[src/rtl/axi_addr_router.sv]
// rtl/axi_addr_router.sv - AXI address-channel router with region decode, one-deep stage and outstanding tracking
module axi_addr_router #(
  parameter int SLAVE_NUM = 6,
  parameter int ADDR_W    = 32,
  parameter logic [SLAVE_NUM*ADDR_W-1:0] BASE_ADDR = {
    32'h2000_0000, 32'h1001_0000, 32'h1000_0000,
    32'h0002_0000, 32'h0001_0000, 32'h0000_0000},
  parameter logic [SLAVE_NUM*ADDR_W-1:0] END_ADDR = {
    32'h207F_FFFF, 32'h1001_03FF, 32'h1000_03FF,
    32'h0002_FFFF, 32'h0001_FFFF, 32'h0000_3FFF},
  parameter int MAX_OUT = 4,
  localparam int SEL_W = $clog2(SLAVE_NUM + 1),
  localparam int CNT_W = $clog2(MAX_OUT + 1)
) (
  input  logic                 ACLK,
  input  logic                 ARESETn,
  input  logic [ADDR_W-1:0]    s_addr,
  input  logic                 s_valid,
  output logic                 s_ready,
  output logic [ADDR_W-1:0]    m_addr,
  output logic [SLAVE_NUM:0]   m_valid,
  input  logic [SLAVE_NUM:0]   m_ready,
  input  logic                 rsp_done,
  output logic [CNT_W-1:0]     out_cnt,
  output logic [SEL_W-1:0]     cur_sel,
  output logic                 dec_err
);

  logic             stage_v;
  logic [SEL_W-1:0] stage_sel;
  logic [SEL_W-1:0] dec_sel;
  logic             drain;
  logic             stall;
  logic             accept;
  logic             rsp_eff;

  // Region decode: scan from the top so the lowest matching index wins; no match goes to the default slave.
  always_comb begin
    dec_sel = SEL_W'(SLAVE_NUM);
    for (int i = SLAVE_NUM - 1; i >= 0; i--) begin
      if ((s_addr >= BASE_ADDR[i*ADDR_W +: ADDR_W]) &&
          (s_addr <= END_ADDR[i*ADDR_W +: ADDR_W])) begin
        dec_sel = SEL_W'(i);
      end
    end
  end

  // One-hot valid fan-out from the stage, handshake and ordering-protection logic.
  always_comb begin
    m_valid = '0;
    for (int k = 0; k <= SLAVE_NUM; k++) begin
      m_valid[k] = stage_v & (stage_sel == SEL_W'(k));
    end
    drain   = |(m_valid & m_ready);
    // Registered count only: a same-cycle rsp_done does not open the gate to a new target.
    stall   = (out_cnt == CNT_W'(MAX_OUT)) |
              ((out_cnt != '0) & (dec_sel != cur_sel));
    s_ready = ARESETn & ~stall & (~stage_v | drain);
    accept  = s_valid & s_ready;
    // A response with nothing outstanding is spurious and must not underflow the count.
    rsp_eff = rsp_done & (out_cnt != '0);
    dec_err = stage_v & (stage_sel == SEL_W'(SLAVE_NUM));
  end

  // Pipeline stage: load on accept, empty on a drain with no replacement; address holds otherwise.
  always_ff @(posedge ACLK) begin
    if (!ARESETn) begin
      stage_v   <= 1'b0;
      stage_sel <= '0;
      m_addr    <= '0;
    end else if (accept) begin
      stage_v   <= 1'b1;
      stage_sel <= dec_sel;
      m_addr    <= s_addr;
    end else if (drain) begin
      stage_v   <= 1'b0;
    end
  end

  // Outstanding tracking: count and current target, which persists after the count returns to zero.
  always_ff @(posedge ACLK) begin
    if (!ARESETn) begin
      out_cnt <= '0;
      cur_sel <= '0;
    end else begin
      if (accept) begin
        cur_sel <= dec_sel;
      end
      if (accept && !rsp_eff) begin
        out_cnt <= out_cnt + CNT_W'(1);
      end else if (!accept && rsp_eff) begin
        out_cnt <= out_cnt - CNT_W'(1);
      end
    end
  end

endmodule
[config.mk]
export PLATFORM = sky130hd
export DESIGN_NAME = axi_addr_router
export DESIGN_NICKNAME = d
export VERILOG_FILES = /design/src/rtl/axi_addr_router.sv
export SDC_FILE = /design/constraint.sdc
export NUM_CORES = 1
export LEC_CHECK = 0
export ABC_AREA = 0
export CORE_UTILIZATION = 42
export CTS_CLUSTER_SIZE = 8
export DETAILED_ROUTE_END_ITERATION = 8
export GPL_TIMING_DRIVEN = 1
export HOLD_SLACK_MARGIN = 0.06
export PLACE_DENSITY = 0.8
export SYNTH_ARGS = -nofsm -noshare
export SYNTH_HDL_FRONTEND = slang
export SYNTH_SLANG_ARGS = --single-unit
[constraint.sdc]
create_clock -name ACLK -period 3.8 [get_ports ACLK]
set_input_delay 0.76 -clock ACLK [delete_from_list [all_inputs] [get_ports ACLK]]
set_output_delay 0.76 -clock ACLK [all_outputs]
set_load 0.03 [all_outputs]
After elaboration in Yosys (flattened, before gate mapping)
Index checks and enable logic that the tools add are counted.
Cells by class
  div/mod/pow operators: 0
  multipliers: 0
  eq/ne operators: 8
  $add $sub $neg: 2
  bitwise gates (word level): 17
  multiplexer cells: 10
  shift operators: 0
  reduce and logical (&&, ||, !) cells: 15
  magnitude comparators: 12
Operators by type and width (count)
  >= comparator 32 x 29 -> 1 bit (second input constant): 2
  less-or-equal comparator 32 x 29 -> 1 bit (second input constant): 2
  >= comparator 32 x 1 -> 1 bit (second input constant): 1
  >= comparator 32 x 17 -> 1 bit (second input constant): 1
  >= comparator 32 x 18 -> 1 bit (second input constant): 1
  >= comparator 32 x 30 -> 1 bit (second input constant): 1
  less-or-equal comparator 32 x 14 -> 1 bit (second input constant): 1
  less-or-equal comparator 32 x 17 -> 1 bit (second input constant): 1
  less-or-equal comparator 32 x 18 -> 1 bit (second input constant): 1
  less-or-equal comparator 32 x 30 -> 1 bit (second input constant): 1
  2-to-1 mux 3 bit: 7
  bitwise AND 1 bit: 12
  equality test 3 bit (second input constant): 4
  logical AND 1 bit: 8
  bitwise AND 7 bit: 1
  OR reduction 7 bit: 1
  equality test 3 x 2 -> 1 bit (second input constant): 2
  nonzero test 2 bit: 2
  adder 3 x 1 -> 3 bit (second input constant): 1
  equality test 3 x 1 -> 1 bit (second input constant): 1
  zero test 3 bit: 1
  != test 3 bit: 1
  nonzero test 3 bit: 1
  subtractor 3 x 1 -> 3 bit (second input constant): 1
  5 further kinds: 9
Storage, ports and cells
  bits in writable memories: 0
  bits in latches: 0
  memories kept: 0
  word-level logic and storage cells: 68
  bits in read-only memories: 0
  register bits: 39
  bits of input ports: 43
  output and inout port bits: 47

Longest topological paths before layout
Gate-level depths: netlist (run 1).
  word-level depth: 19
  gate-level depth with buffers: 14

Worst setup path before layout (run 1)
No wires, ideal clock.
  path type: input -> output
  start: input port s_addr[17]
  end: output port s_ready
  path slack: 400 ps
  stages on the path: 6
  data arrival time: 2640 ps
  cell sequence: nor4_4 -> nand4_2 -> o32ai_2 -> xnor2_1 -> a211o_1 -> a21boi_0
On the way
  word-level cells in the longest chain between the ends: 14
  elaborated cells on any way between the ends: 30
  those cells by class: 12 x order compare; 1 x eq/ne; 6 x mux; 5 x bitwise; 6 x reduce/logical
RTL lines
  from (decl): RTL line 17  | input logic [ADDR_W-1:0] s_addr,
  >= comparator 32 x 30 -> 1 bit / less-or-equal comparator 32 x 30 -> 1 bit (equally long branches): RTL line 41, 42
  logical AND 1 bit: RTL line 41  | if ((s_addr >= BASE_ADDR[i*ADDR_W +: ADDR_W]) &&
  2-to-1 mux 2 bit: RTL line 41
  2-to-1 mux 3 bit (4 in series): RTL line 41
  2-to-1 mux 3 bit *: RTL line 41
  != test 3 bit *: RTL line 57  | ((out_cnt != '0) & (dec_sel != cur_sel));
  bitwise AND 1 bit *: RTL line 57
  bitwise OR 1 bit *: RTL line 56  | stall = (out_cnt == CNT_W'(MAX_OUT)) |
  NOT 1 bit *: RTL line 58  | s_ready = ARESETn & ~stall & (~stage_v | drain);
  bitwise AND 1 bit * (2 in series): RTL line 58
  to (decl): RTL line 19  | output logic s_ready,
Mark *: on every way between the ends. The rest lies on a longest branch, timed or not.

Final worst setup path (run 1)
  start: input port s_addr[24]
  end: output port s_ready
The elaborated chain is that of the path after synthesis.

==> results of run 1 <==
-- tightest hold or removal path: stages (launching register included) --
cell	delay, ps
sky130_fd_sc_hd__dfxtp_1	310
sky130_fd_sc_hd__nand2_1	50
sky130_fd_sc_hd__mux2i_1	50
-- cells in the final DEF (no fill, tap or decap), types with 2 or more instances in the layout --
cell type	instances
sky130_fd_sc_hd__nor3_1	5
sky130_fd_sc_hd__or3_1	2
sky130_fd_sc_hd__nand4_1	2
sky130_fd_sc_hd__a21oi_1	2
sky130_fd_sc_hd__nor3_2	3
sky130_fd_sc_hd__and3b_1	3
sky130_fd_sc_hd__buf_4	12
sky130_fd_sc_hd__nor2_1	17
sky130_fd_sc_hd__clkdlybuf4s50_1	79
sky130_fd_sc_hd__o21a_1	2
sky130_fd_sc_hd__dfxtp_1	39
sky130_fd_sc_hd__o21ai_0	4
sky130_fd_sc_hd__dlymetal6s2s_1	8
sky130_fd_sc_hd__nand3_1	2
sky130_fd_sc_hd__clkbuf_8	5
sky130_fd_sc_hd__mux2i_1	36
sky130_fd_sc_hd__nand2b_1	2
sky130_fd_sc_hd__xor2_1	2
sky130_fd_sc_hd__inv_1	35
sky130_fd_sc_hd__nand2_1	41
sky130_fd_sc_hd__nor4_4	3
-- where the power goes --
part           internal, mW  leakage [nW]  switching (mW)  total (mW)
clock network         0.195        0.0581           0.144       0.340
logic                 0.417          1.18           0.508       0.925
registers             0.539         0.319          0.0888       0.628
-- sequential cells by signal, summed over array words and instances (netlist names) --
signal and count:
m_addr 32, cur_sel 3, out_cnt 3, stage_v 1
-- Yosys cell counts, drive strengths merged, types with 2 or more instances --
| master | instances | share of area, % |
|---|---|---|
| a21oi | 2 | 0.49 |
| xor2 | 2 | 0.86 |
| nand4 | 3 | 1.2 |
| dfxtp | 39 | 38 |
| a21boi | 2 | 0.73 |
| o21a | 2 | 0.73 |
| nor2 | 17 | 3.1 |
| inv | 36 | 6.6 |
| buf | 5 | 1.3 |
| nand2 | 41 | 7.5 |
| nor3 | 8 | 2.0 |
| o21ai | 4 | 0.98 |
| nand2b | 2 | 0.61 |
| mux2i | 36 | 18 |
| and3b | 3 | 1.3 |
| nand3 | 2 | 0.49 |
| or3 | 3 | 0.98 |
| nor4 | 3 | 3.1 |
| o211ai | 2 | 0.98 |
| clkbuf | 7 | 1.3 |
-- area by class of cell --
cell class                      count  area (um^2)
Inverter                           36        135.1
Multi-Input combinational cell    153         1121
Fill cell                         425         1474
Tap cell                           54        67.56
Clock buffer                        5        68.82
Sequential cell                    39        780.7
Timing Repair Buffer              101         1001
Clock inverter                      3        43.79
-- cell families after synthesis --
family	after synthesis	synth area share [%]
compound gates	24	9.487
xor+xnor	3	1.285
fa+ha+maj	2	1.591
buf+inv	48	9.242
flops	39	38.19
mux	37	18.18
simple gates	87	22.03
-- final timing paths --
check	to	from
max	s_ready	s_addr[24]
min reg2reg	m_addr[7]$_SDFFE_PN0P_	m_addr[7]$_SDFFE_PN0P_
min	m_addr[7]$_SDFFE_PN0P_	m_addr[7]$_SDFFE_PN0P_
max reg2reg	out_cnt[2]$_SDFFE_PN0P_	cur_sel[2]$_SDFFE_PN0P_
-- timing repair --
item | in CTS | in global routing
endpoints found under the setup margin | 1 | 2
resized for setup | 2 | 16
buffers inserted | 0 | 1
cloned | 0 | 0
pin swaps | 2 | 8
-- metal layers --
| metal | global-route usage, % | up-vias | part of all wire, % |
|---|---|---|---|
| li1 | - | 988 | - |
| met1 | 25.00 | 913 | 46 |
| met2 | 33.65 | 47 | 49 |
| met3 | 4.219 | 2 | 4.9 |
| met4 | 4.139 | 0 | 0.28 |
| met5 | 0 | - | 0 |
-- through the flow --
step	cells	area (um^2)	power [mW]
after floorplan	240	2044	1.170
after global placement	382	3038	1.538
after detailed placement	382	3038	1.554
after CTS	390	3149	1.900
after global routing	391	3218	2.000
final	391	3218	1.892
==> flow_results.org, run 1 <==
** Yosys
- In the synthesized netlist the dominant register cell turns out to be sky130_fd_sc_hd__dfxtp_1.
- Counting flops and latches in the post-synthesis netlist gives 39.
- Post-synth design cell area :: 2044 um^2
- Counting every net in the synthesized netlist gives 285.
- After synthesis, the netlist uses 47 different library cells.
- Number of synthesized flops with an enable pin :: 0
- Post-synthesis cell count :: 240
- Part of the Yosys area used for sequential elements :: 38.19%
- Share of flip-flops with an asynchronous set or reset after synthesis :: 0%
- Yosys printed 0 warnings.
- After synthesis, the mean cell area works out to 8.519 um^2.

** Setup path
- Cell family with the largest share of critical-path delay :: compound AO/OA/AOI/OAI gates
- Number of cells on the worst reg-to-reg path :: 13
- Counting both buffers and inverters, the worst setup path holds a total of 3.
- Along the worst path, the maximum fanout reaches 4.
- STA classifies the critical path endpoint as an output pin.
- The worst setup path is launched from an input pin.
- The largest single stage delay on the critical path is 470 ps.
- For the worst setup path, the data required time is 3040 ps.
- By startpoint and endpoint, the worst setup path is classified as in2out.
- The setup check on the worst reg-to-reg path leaves a slack of 960 ps.
- The critical path runs through a total of 9 cells.
- WP data arrival :: 2950 ps
- Walking the worst path, the cells encountered are clkdlybuf4s50_1 > nor4_4 > nand4_2 > o32ai_4 > xnor2_2 > buf_4 > a211o_1 > a21boi_2 > buf_6.
- The largest individual stage delay along the critical path comes from the cell sky130_fd_sc_hd__clkdlybuf4s50_1.

** Global route
- First-pass GRT wire length :: 8.066 mm
- Entering global routing, the biggest net connects 36 pins.
- The via count of the first global-routing pass was 1819.
- After global routing the overflow that remains totals 0.
- Antenna violations before repair :: 0
- For this run, the total global-route usage over all layers was measured as 19.49%.

** STA
- Final Critical Period :: 3711 ps
- Across all setup checks in the final design, the least slack found is 89.14 ps.
- Max Clk Rate :: 269.5 MHz
- The number of pins exceeding their max-slew limit in the final report is 0.
- Number of hold violations in the final report :: 0
- Final number of setup-violating endpoints :: 0
- Setup skew after layout :: 4.770 ps
- Tightest Pin Transition :: 562.7 ps
- The worst path uses 97.65% of the clock period.
- Setup total negative slack on the finished layout was measured at 0 ps.
- Remaining max-slew budget at the tightest pin :: 62.49%
- Final hold slack :: 456.4 ps

** Layout
- 0 antenna diodes ended up in the layout.
- Layout net count :: 381
- The area growth from synthesis to layout is 57.41%.
- Share of the core filled with cells in the final layout :: 68.59%
- Fraction of layout instances using a drive strength above 1 :: 10.68%

** Clock network
- TritonCTS built the clock tree.
- Hold repair after CTS inserted 0 buffers.
- The clock passes through at most 2 buffers.
- Sink count of the clock tree :: 39
- The clock reaches the later pin of the worst-skew pair after 290 ps.
- Clock edge transition at the registers on the reported setup and hold paths :: 70 ps
- In this run, CTS created clock tree buffers numbering 5.
- The H-tree generated during clock tree synthesis spans 2 levels.
- Clock root cell :: sky130_fd_sc_hd__clkbuf_8

** Routing
- The first routing iteration left 100 violations.
- Dividing the detail-routed wire length by the instance count gives 12.63 um.
- Across all layers, the routed design uses 1950 vias.
- DR pass1 iterations :: 4
- Ratio of routed vias to standard cells :: 4.987
- Total wire length after detailed routing :: 4.938 mm
- DRC viols :: 0
- The count of nets left with antenna violations once routing finished came out at 0.

** Floorplan
- Measured along the y axis, the die boundary spans 71.77 um.
- Chip Width :: 71.77 um
- The initial utilization of the core area, before any placement, comes to 43.57%.
- Io pins :: 90
- After floorplanning, the core was divided into 25 placement rows.
- The core region is 4692 um^2.
- The die covers 5151 um^2.

** Power
- Power per standard cell area :: 588.0 nW/um^2
- Summed over all cells, the static leakage comes to 1.553 nW.
- IR analysis of the VDD net gives a maximum drop of 0.3873 mV.

** Place
- Final estimated routing congestion in global placement :: 0.8430
- Prior to clock tree synthesis, the placed netlist has a worst setup slack of -194.7 ps.
- Half-perimeter wire length after detailed placement :: 3.698 mm
- During placement, the flow inserted port buffers numbering 89.

** Run status
- The flow ran to the end, and the final reports show no timing, DRC or antenna violations.

** Worst hold path
- Type of the most critical hold path :: reg2reg
- Cell depth of the worst min-delay path :: 2

** Flow run
- The tool flagged a number of max-cap violations equal to 0.
Note: power is estimated with default switching activity, not from simulation.
==> run 2: changes to the inputs <==
- GPL_ROUTABILITY_DRIVEN: default -> 0
==> results of run 2 <==
Final layout, timing and power as in run 1 (identical DEF).
